<file path="config.mk">
export PLATFORM = sky130hd
export DESIGN_NAME = sync_flop_bank
export DESIGN_NICKNAME = d
export VERILOG_FILES = /design/src/rtl/sync_flop_bank_pkg.sv /design/src/rtl/sync_flop_bank_tick_gen.sv /design/src/rtl/sync_flop_bank.sv
export SDC_FILE = /design/constraint.sdc
export NUM_CORES = 1
export LEC_CHECK = 0
export CAP_MARGIN = 10
export CORE_ASPECT_RATIO = 0.6
export CORE_MARGIN = 2
export CORE_UTILIZATION = 40
export DETAILED_ROUTE_END_ITERATION = 10
export SLEW_MARGIN = 10
export SYNTH_ARGS = -nofsm -noshare
export SYNTH_HDL_FRONTEND = slang
export SYNTH_SLANG_ARGS = --single-unit
</file>
<file path="constraint.sdc">
create_clock -name clk -period 2.32 [get_ports clk]
set_input_delay 0.696 -clock clk [delete_from_list [all_inputs] [get_ports clk]]
set_output_delay 0.696 -clock clk [all_outputs]
set_load 0.1 [all_outputs]
</file>
<file path="src/rtl/sync_flop_bank_pkg.sv">
// Shared definitions for sync_flop_bank: the bank-wide flip-flop mode
// encoding and the single-channel next-state function.
package vaman_flop_pkg;

  typedef enum logic [1:0] {
    MODE_SR = 2'd0,
    MODE_JK = 2'd1,
    MODE_D  = 2'd2,
    MODE_T  = 2'd3
  } flop_mode_e;

  // Next state of one channel for the given mode and synchronised inputs.
  // sr_both_reset selects what SR does on S=R=1: hold (0) or clear (1).
  function automatic logic next_q(input flop_mode_e mode,
                                  input logic       a,
                                  input logic       b,
                                  input logic       q,
                                  input logic       sr_both_reset);
    logic n;
    n = q;
    case (mode)
      MODE_SR: begin
        case ({a, b})
          2'b10:   n = 1'b1;
          2'b01:   n = 1'b0;
          2'b11:   n = sr_both_reset ? 1'b0 : q;
          default: n = q;
        endcase
      end
      MODE_JK: begin
        case ({a, b})
          2'b10:   n = 1'b1;
          2'b01:   n = 1'b0;
          2'b11:   n = ~q;
          default: n = q;
        endcase
      end
      MODE_D:  n = a;
      MODE_T:  n = a ? ~q : q;
      default: n = q;
    endcase
    return n;
  endfunction

endpackage

</file>
<file path="src/rtl/sync_flop_bank_tick_gen.sv">
// Tick divider for sync_flop_bank.
//   clk   : system clock
//   rst_n : asynchronous active-low reset
//   tick  : one-cycle pulse every DIV clk cycles (registered)
//   blink : heartbeat, inverts on every edge where tick is high
module tick_gen #(
  parameter int unsigned DIV = 30000000
) (
  input  logic clk,
  input  logic rst_n,
  output logic tick,
  output logic blink
);

  localparam int unsigned      CW   = (DIV > 1) ? $clog2(DIV) : 1;
  localparam logic [CW-1:0]    LAST = CW'(DIV - 1);

  logic [CW-1:0] r_cnt;
  logic          r_tick;
  logic          r_blink;
  logic          w_wrap;

  assign w_wrap = (r_cnt == LAST);

  always_ff @(posedge clk or negedge rst_n) begin
    if (!rst_n) begin
      r_cnt   <= '0;
      r_tick  <= 1'b0;
      r_blink <= 1'b0;
    end else begin
      r_cnt  <= w_wrap ? '0 : r_cnt + CW'(1);
      // Registered wrap: tick is high in the cycle after the counter
      // reaches DIV-1, so the first tick follows DIV edges after reset.
      r_tick <= w_wrap;
      if (r_tick) begin
        r_blink <= ~r_blink;
      end
    end
  end

  assign tick  = r_tick;
  assign blink = r_blink;

endmodule

</file>
<file path="src/rtl/sync_flop_bank.sv">
// Bank of CHANNELS runtime-configurable flip-flops (SR/JK/D/T) updated
// only on divider ticks.
//   clk      : system clock
//   rst_n    : asynchronous active-low reset
//   mode     : bank mode (0 SR, 1 JK, 2 D, 3 T), quasi-static, sampled at tick
//   a, b     : per-channel asynchronous inputs (S/J/D/T, R/K/-/-)
//   q        : per-channel registered state
//   tick     : one-cycle update pulse
//   blink    : heartbeat toggling on each tick
//   conflict : sticky per-channel flag, S=R=1 seen at a tick in SR mode
module sync_flop_bank
  import vaman_flop_pkg::*;
#(
  parameter int unsigned CHANNELS      = 4,
  parameter int unsigned DIV           = 30000000,
  parameter bit          SR_BOTH_RESET = 1'b0
) (
  input  logic                clk,
  input  logic                rst_n,
  input  logic [1:0]          mode,
  input  logic [CHANNELS-1:0] a,
  input  logic [CHANNELS-1:0] b,
  output logic [CHANNELS-1:0] q,
  output logic                tick,
  output logic                blink,
  output logic [CHANNELS-1:0] conflict
);

  logic [CHANNELS-1:0] r_a_s1, r_a_s2;
  logic [CHANNELS-1:0] r_b_s1, r_b_s2;
  logic                w_tick;
  logic                w_blink;
  flop_mode_e          w_mode;

  assign w_mode = flop_mode_e'(mode);

  tick_gen #(
    .DIV (DIV)
  ) u_tick_gen (
    .clk   (clk),
    .rst_n (rst_n),
    .tick  (w_tick),
    .blink (w_blink)
  );

  // Two-flop synchronisers: a value is used at a tick only if it was on
  // the pins at the edge two before the update edge.
  always_ff @(posedge clk or negedge rst_n) begin
    if (!rst_n) begin
      r_a_s1 <= '0;
      r_a_s2 <= '0;
      r_b_s1 <= '0;
      r_b_s2 <= '0;
    end else begin
      r_a_s1 <= a;
      r_a_s2 <= r_a_s1;
      r_b_s1 <= b;
      r_b_s2 <= r_b_s1;
    end
  end

  for (genvar i = 0; i < CHANNELS; i++) begin : g_ch
    logic r_q;
    logic r_conflict;

    always_ff @(posedge clk or negedge rst_n) begin
      if (!rst_n) begin
        r_q        <= 1'b0;
        r_conflict <= 1'b0;
      end else if (w_tick) begin
        r_q <= next_q(w_mode, r_a_s2[i], r_b_s2[i], r_q, SR_BOTH_RESET);
        if (w_mode == MODE_SR && r_a_s2[i] && r_b_s2[i]) begin
          r_conflict <= 1'b1;
        end
      end
    end

    assign q[i]        = r_q;
    assign conflict[i] = r_conflict;
  end

  assign tick  = w_tick;
  assign blink = w_blink;

endmodule

</file>
* Word-level counts from Yosys, hierarchy flattened *
Index checks and enable logic that the tools add are counted.

word-level totals
  register bits after elaboration = 51
  input bits = 12

cells by class
  add/subtract/negate cells = 1
  equality and inequality tests = 28
  mux-type cells = 17
  bitwise logic cells = 5
  reductions and logical operators = 17

operators with widths
  cell                                                    number
  adder 25 x 1 -> 25 bit (second input constant)          1
  == test 25 bit (second input constant)                  1
  2-to-1 mux 25 bit                                       1
  == test 2 bit (second input constant)                   10
  one-hot mux 1 bit (4 select lines)                      4
  AND reduction 4 bit                                     4
  inequality test 3 x 1 -> 1 bit (second input constant)  4
  inequality test 4 x 1 -> 1 bit (second input constant)  3
  one-hot mux 1 bit (3 select lines)                      4
  == test 2 x 1 -> 1 bit (second input constant)          5
  logical AND 1 bit                                       8
  inequality test 2 bit (second input constant)           4
  one-hot mux 1 bit (2 select lines)                      4
  AND reduction 2 bit                                     4
  NOT 1 bit                                               5
  2-to-1 mux 1 bit                                        4
  inequality test 4 bit (second input constant)           1
  zero test 2 bit                                         1

* Longest topological paths before layout *
  word-level depth = 4
  depth in mapped cells = 6
  depth with buffers taken out = 6

* Modules after synthesis *
A second synthesis with hierarchy kept.

second synthesis, totals
  cells, all modules = 219
  area, all modules = 2,411.1 um2

by module, submodules not included
  module          times used  cells each  area an instance (um2)
  tick_gen        1           126         1,298.7
  sync_flop_bank  1           93          1,112.3

* Worst setup path before layout *
Ideal clock, no wire load.

  path type = register to register
  start = reg u_tick_gen.r_cnt[18]
  end = reg u_tick_gen.r_cnt[14]
  setup time = 121 ps
  arrival time = 1,894 ps
  data required time = 2,199 ps
  slack = 305 ps
  stages on the path, launching flop included = 6
  cell sequence = dfrtp_1 > or4b_1 > or3_1 > nor4_2 > buf_2 > nor2_1

between the ends
  word-level cells in the longest chain between the ends = 2

ends and longest elaborated chain
  what                    RTL line                       RTL
  start, declared         sync_flop_bank_tick_gen.sv:18  logic [CW-1:0] r_cnt;
  start signal, assigned  sync_flop_bank_tick_gen.sv:31  r_cnt <= w_wrap ? '0 : r_cnt + CW'(1);
  == test 25 bit          sync_flop_bank_tick_gen.sv:23  assign w_wrap = (r_cnt == LAST);
  via u_tick_gen.w_wrap   sync_flop_bank_tick_gen.sv:21  logic w_wrap;
  2-to-1 mux 25 bit       sync_flop_bank_tick_gen.sv:31

The timed path passes the listed nets, and every way through them passes these cells.
A chain may end at the register's enable or synchronous reset.

* Worst setup path in the final report *
  start = reg u_tick_gen.r_cnt[3]
  end = reg u_tick_gen.r_cnt[23]

between the ends
  word-level cells in the longest chain between the ends = 2
  elaborated cells between the ends (all ways) = 3

ends and longest elaborated chain
  what                                                             RTL line
  adder 25 x 1 -> 25 bit / == test 25 bit (equally long branches)  sync_flop_bank_tick_gen.sv:31, sync_flop_bank_tick_gen.sv:23
  2-to-1 mux 25 bit *                                              sync_flop_bank_tick_gen.sv:31

Mark *: on every way between the ends. The rest lies on a longest branch, timed or not.

==> results by group <==
Outcome
  – Outcome: completed

Drt
  – Residual DRC count: 0
  – DRT iter0 DRCs: 113
  – DRT Wirelength: 4.27 mm
  – Avg WL per Cell: 13.6 um
  – Vias: 1565
  – Routed Antenna Nets: 0
  – Via density: 4.98
  – Drt pass-1 iters: 4

STA
  – Skew final: 0.0125 ns
  – Maximum clock rate: 0.485 GHz
  – RSZ-0062 raised after global routing: no
  – Relative slew slack: 0.631
  – Tmin final: 2.06 ns
  – Final Hold Vio Count: 0
  – Tcrit/Tclk final: 0.890
  – Worst Tran Pin Value: 0.548 ns
  – PnR worst setup slack: 0.256 ns
  – Final TNS setup: 0 ns
  – Final setup vio count: 0
  – Max-slew violations: 0

Setup path
  – Req. time, crit path: 2.55 ns
  – Critical path class: reg2reg
  – Crit path DAT: 2.30 ns
  – CP max FO: 10
  – Startpoint type of the worst setup path: flop
  – Crit. End Element: flop

Global routing
  – Global-route usage over all layers: 0.155
  – First-pass GRT wire length: 7.62 mm
  – Largest net degree at the start of global routing: 31
  – Vias in the first global route: 1543
  – Gr ovfl total: 0
  – Initial antenna violation count: 0

Finish
  – Most frequent cells in the layout: dfrtp_1 (51), buf_4 (19), nor2_1 (17)
  – Finished Layout Cells: 314
  – Final Util: 0.485
  – Layout cells sized above 1: 0.150
  – Area grow syn2layout: 17.2%
  – Most common cell after layout, fill and taps aside: dfrtp_1
  – Layout Nets: 253
  – Fin area: 2690 sq um
  – Fillers: 518
  – Antenna diodes: 0

Floorplan
  – Die area: 6370 sq um
  – IO Count: 22
  – Initial Utilization: 0.414
  – Die height: 62.7 um
  – Die Width: 102 um
  – FP Rows: 21
  – Placeable Area: 5540 sq um

Clock network
  – CTS tree: yes
  – CTS Sinks: 51
  – Clock transition at the registers of the reported paths: 0.09 ns
  – Hold Buf Count CTS: 0
  – Cts repair resizes: 0
  – Insertion delay to the later sink of the worst-skew pair: 0.30 ns
  – Postcts setup bufs: 0
  – Number of buffers created by CTS: 5
  – H-tree depth: 2
  – Clk Tree Root Cell: clkbuf_8
  – CTS Buffer Depth: 2

Placement
  – GP Congestion: 0.809
  – Pre-CTS setup slack: 0.173 ns
  – Detailed placer's ending HPWL: 3.19 mm
  – Placed cell count: 307
  – IO Port Bufs: 21
  – Post-place instance area: 2600 sq um

Worst hold path
  – Hold crit path type: reg2reg

Synthesis
  – Syn_area_per_cell: 11.0 sq um
  – Post-synthesis sequential element count: 51
  – Cell count after synthesis: 208
  – YS warnings: 0
  – Mapped Area: 2290 sq um
  – Mapped Nets: 227
  – Synth cell types: 33
  – Register area share after synthesis: 0.556

Power
  – PwrDens: 556 nW/um^2
  – Worst vdd ir: 0.000256 V
  – Leakage: 1.21 nW

Run
  – Max-cap violations: 0
-- sequential cells by signal (all words and copies together), names as in the netlist --
| register | count |
|---|---|
| u_tick_gen.tick | 1 |
| r_a_s1 | 4 |
| g_ch.r_conflict | 4 |
| r_b_s2 | 4 |
| r_a_s2 | 4 |
| r_b_s1 | 4 |
| g_ch.r_q | 4 |
| u_tick_gen.blink | 1 |
| u_tick_gen.r_cnt | 25 |
-- area by class of cell --
type	count	area (sq um)	share of cell area
clock buffers	6	82.6	0.0307
clock inverters	1	5.00	0.00186
inverters	9	33.8	0.0126
multi-input cells	135	902	0.336
flip-flops and latches	51	1280	0.475
well taps	80	100	0.0372
repair buffers	32	288	0.107
-- through the flow --
stage	hold WS, ns	total power, mW
floorplan	0.331	0.952
CTS	0.355	1.52
detailed placement	0.335	1.01
global placement	0.333	1.01
finish	0.350	1.49
global route	0.367	1.58
-- kinds of logic after synthesis --
kind of cell               count (synthesis)  share of synthesized area
adders and majority gates                  7                     0.0382
and+or+nand+nor                           74                      0.182
xor gates and xnor gates                  20                     0.0764
buffers and inverters                     22                     0.0502
DFF                                       51                      0.556
AOI/OAI and AO/OA                         34                     0.0966
-- worst max-delay path, cell delays in order, from the launching register on --
cell and delay, ns:
dfrtp_1 0.47, nand4_4 0.20, or4_1 0.65, or4_1 0.54
a21oi_1 0.15
-- per-layer routing --
| metal | global-route usage | wire (um) |
|---|---|---|
| met5 | 0 | 0 |
| met4 | 0.0490 | 50 |
| met3 | 0.0425 | 181 |
| met2 | 0.182 | 1630 |
| met1 | 0.262 | 2410 |
-- power by group --
part           switching, mW  total, mW  internal [mW]  leakage (nW)
sequential           0.00928      0.911          0.902         0.651
combinational         0.0406     0.0766         0.0360         0.507
clock                  0.271      0.506          0.234        0.0470
total                  0.321       1.49           1.17          1.21
-- worst paths after layout --
path	slack, ns	endpoint	cells past startpoint	startpoint
max in group asynchronous	1.44	g_ch[3].r_q$_DFFE_PN0P_	2	rst_n
worst min-delay path	0.35	r_b_s2[3]$_DFF_PN0_	0	r_b_s1[3]$_DFF_PN0_
min in group asynchronous	0.36	u_tick_gen.r_cnt[21]$_DFF_PN0_	1	rst_n
worst max-delay path	0.26	u_tick_gen.r_cnt[23]$_DFF_PN0_	4	u_tick_gen.r_cnt[3]$_DFF_PN0_
worst min register to register	0.35	r_b_s2[3]$_DFF_PN0_	0	r_b_s1[3]$_DFF_PN0_
worst max register to register	0.26	u_tick_gen.r_cnt[23]$_DFF_PN0_	4	u_tick_gen.r_cnt[3]$_DFF_PN0_
-- cell usage after synthesis --
| cell type | number | area [sq um] |
|---|---|---|
| dfrtp_1 | 51 | 1280 |
| nor2_1 | 17 | 63.8 |
| nand2_1 | 12 | 45.0 |
| xor2_1 | 11 | 96.3 |
| inv_1 | 9 | 33.8 |
| xnor2_1 | 9 | 78.8 |
| a21oi_1 | 8 | 40.0 |
| buf_4 | 8 | 60.1 |
| ha_1 | 7 | 87.6 |
| o21ai_0 | 7 | 35.0 |
| nand3_1 | 6 | 30.0 |
| nand4_1 | 6 | 37.5 |
| or4_1 | 6 | 45.0 |
| nor3_1 | 5 | 25.0 |
| o211ai_1 | 5 | 37.5 |
| a31o_2 | 4 | 35.0 |
| a31oi_1 | 4 | 25.0 |
| nor4_1 | 4 | 25.0 |
| and3_1 | 3 | 18.8 |
| clkbuf_1 | 3 | 11.3 |
| nor2b_1 | 3 | 18.8 |
| nor3b_1 | 3 | 22.5 |
| or3_1 | 3 | 18.8 |
| a32oi_1 | 2 | 17.5 |
| buf_2 | 2 | 10.0 |
| nand3b_1 | 2 | 15.0 |
| o31ai_1 | 2 | 15.0 |
| a21o_1 | 1 | 7.51 |
| a221oi_1 | 1 | 8.76 |
| and4_1 | 1 | 8.76 |
| nand4_4 | 1 | 21.3 |
| nor4_2 | 1 | 12.5 |
| or4b_1 | 1 | 10.0 |
(Power assumes the default switching activity.)
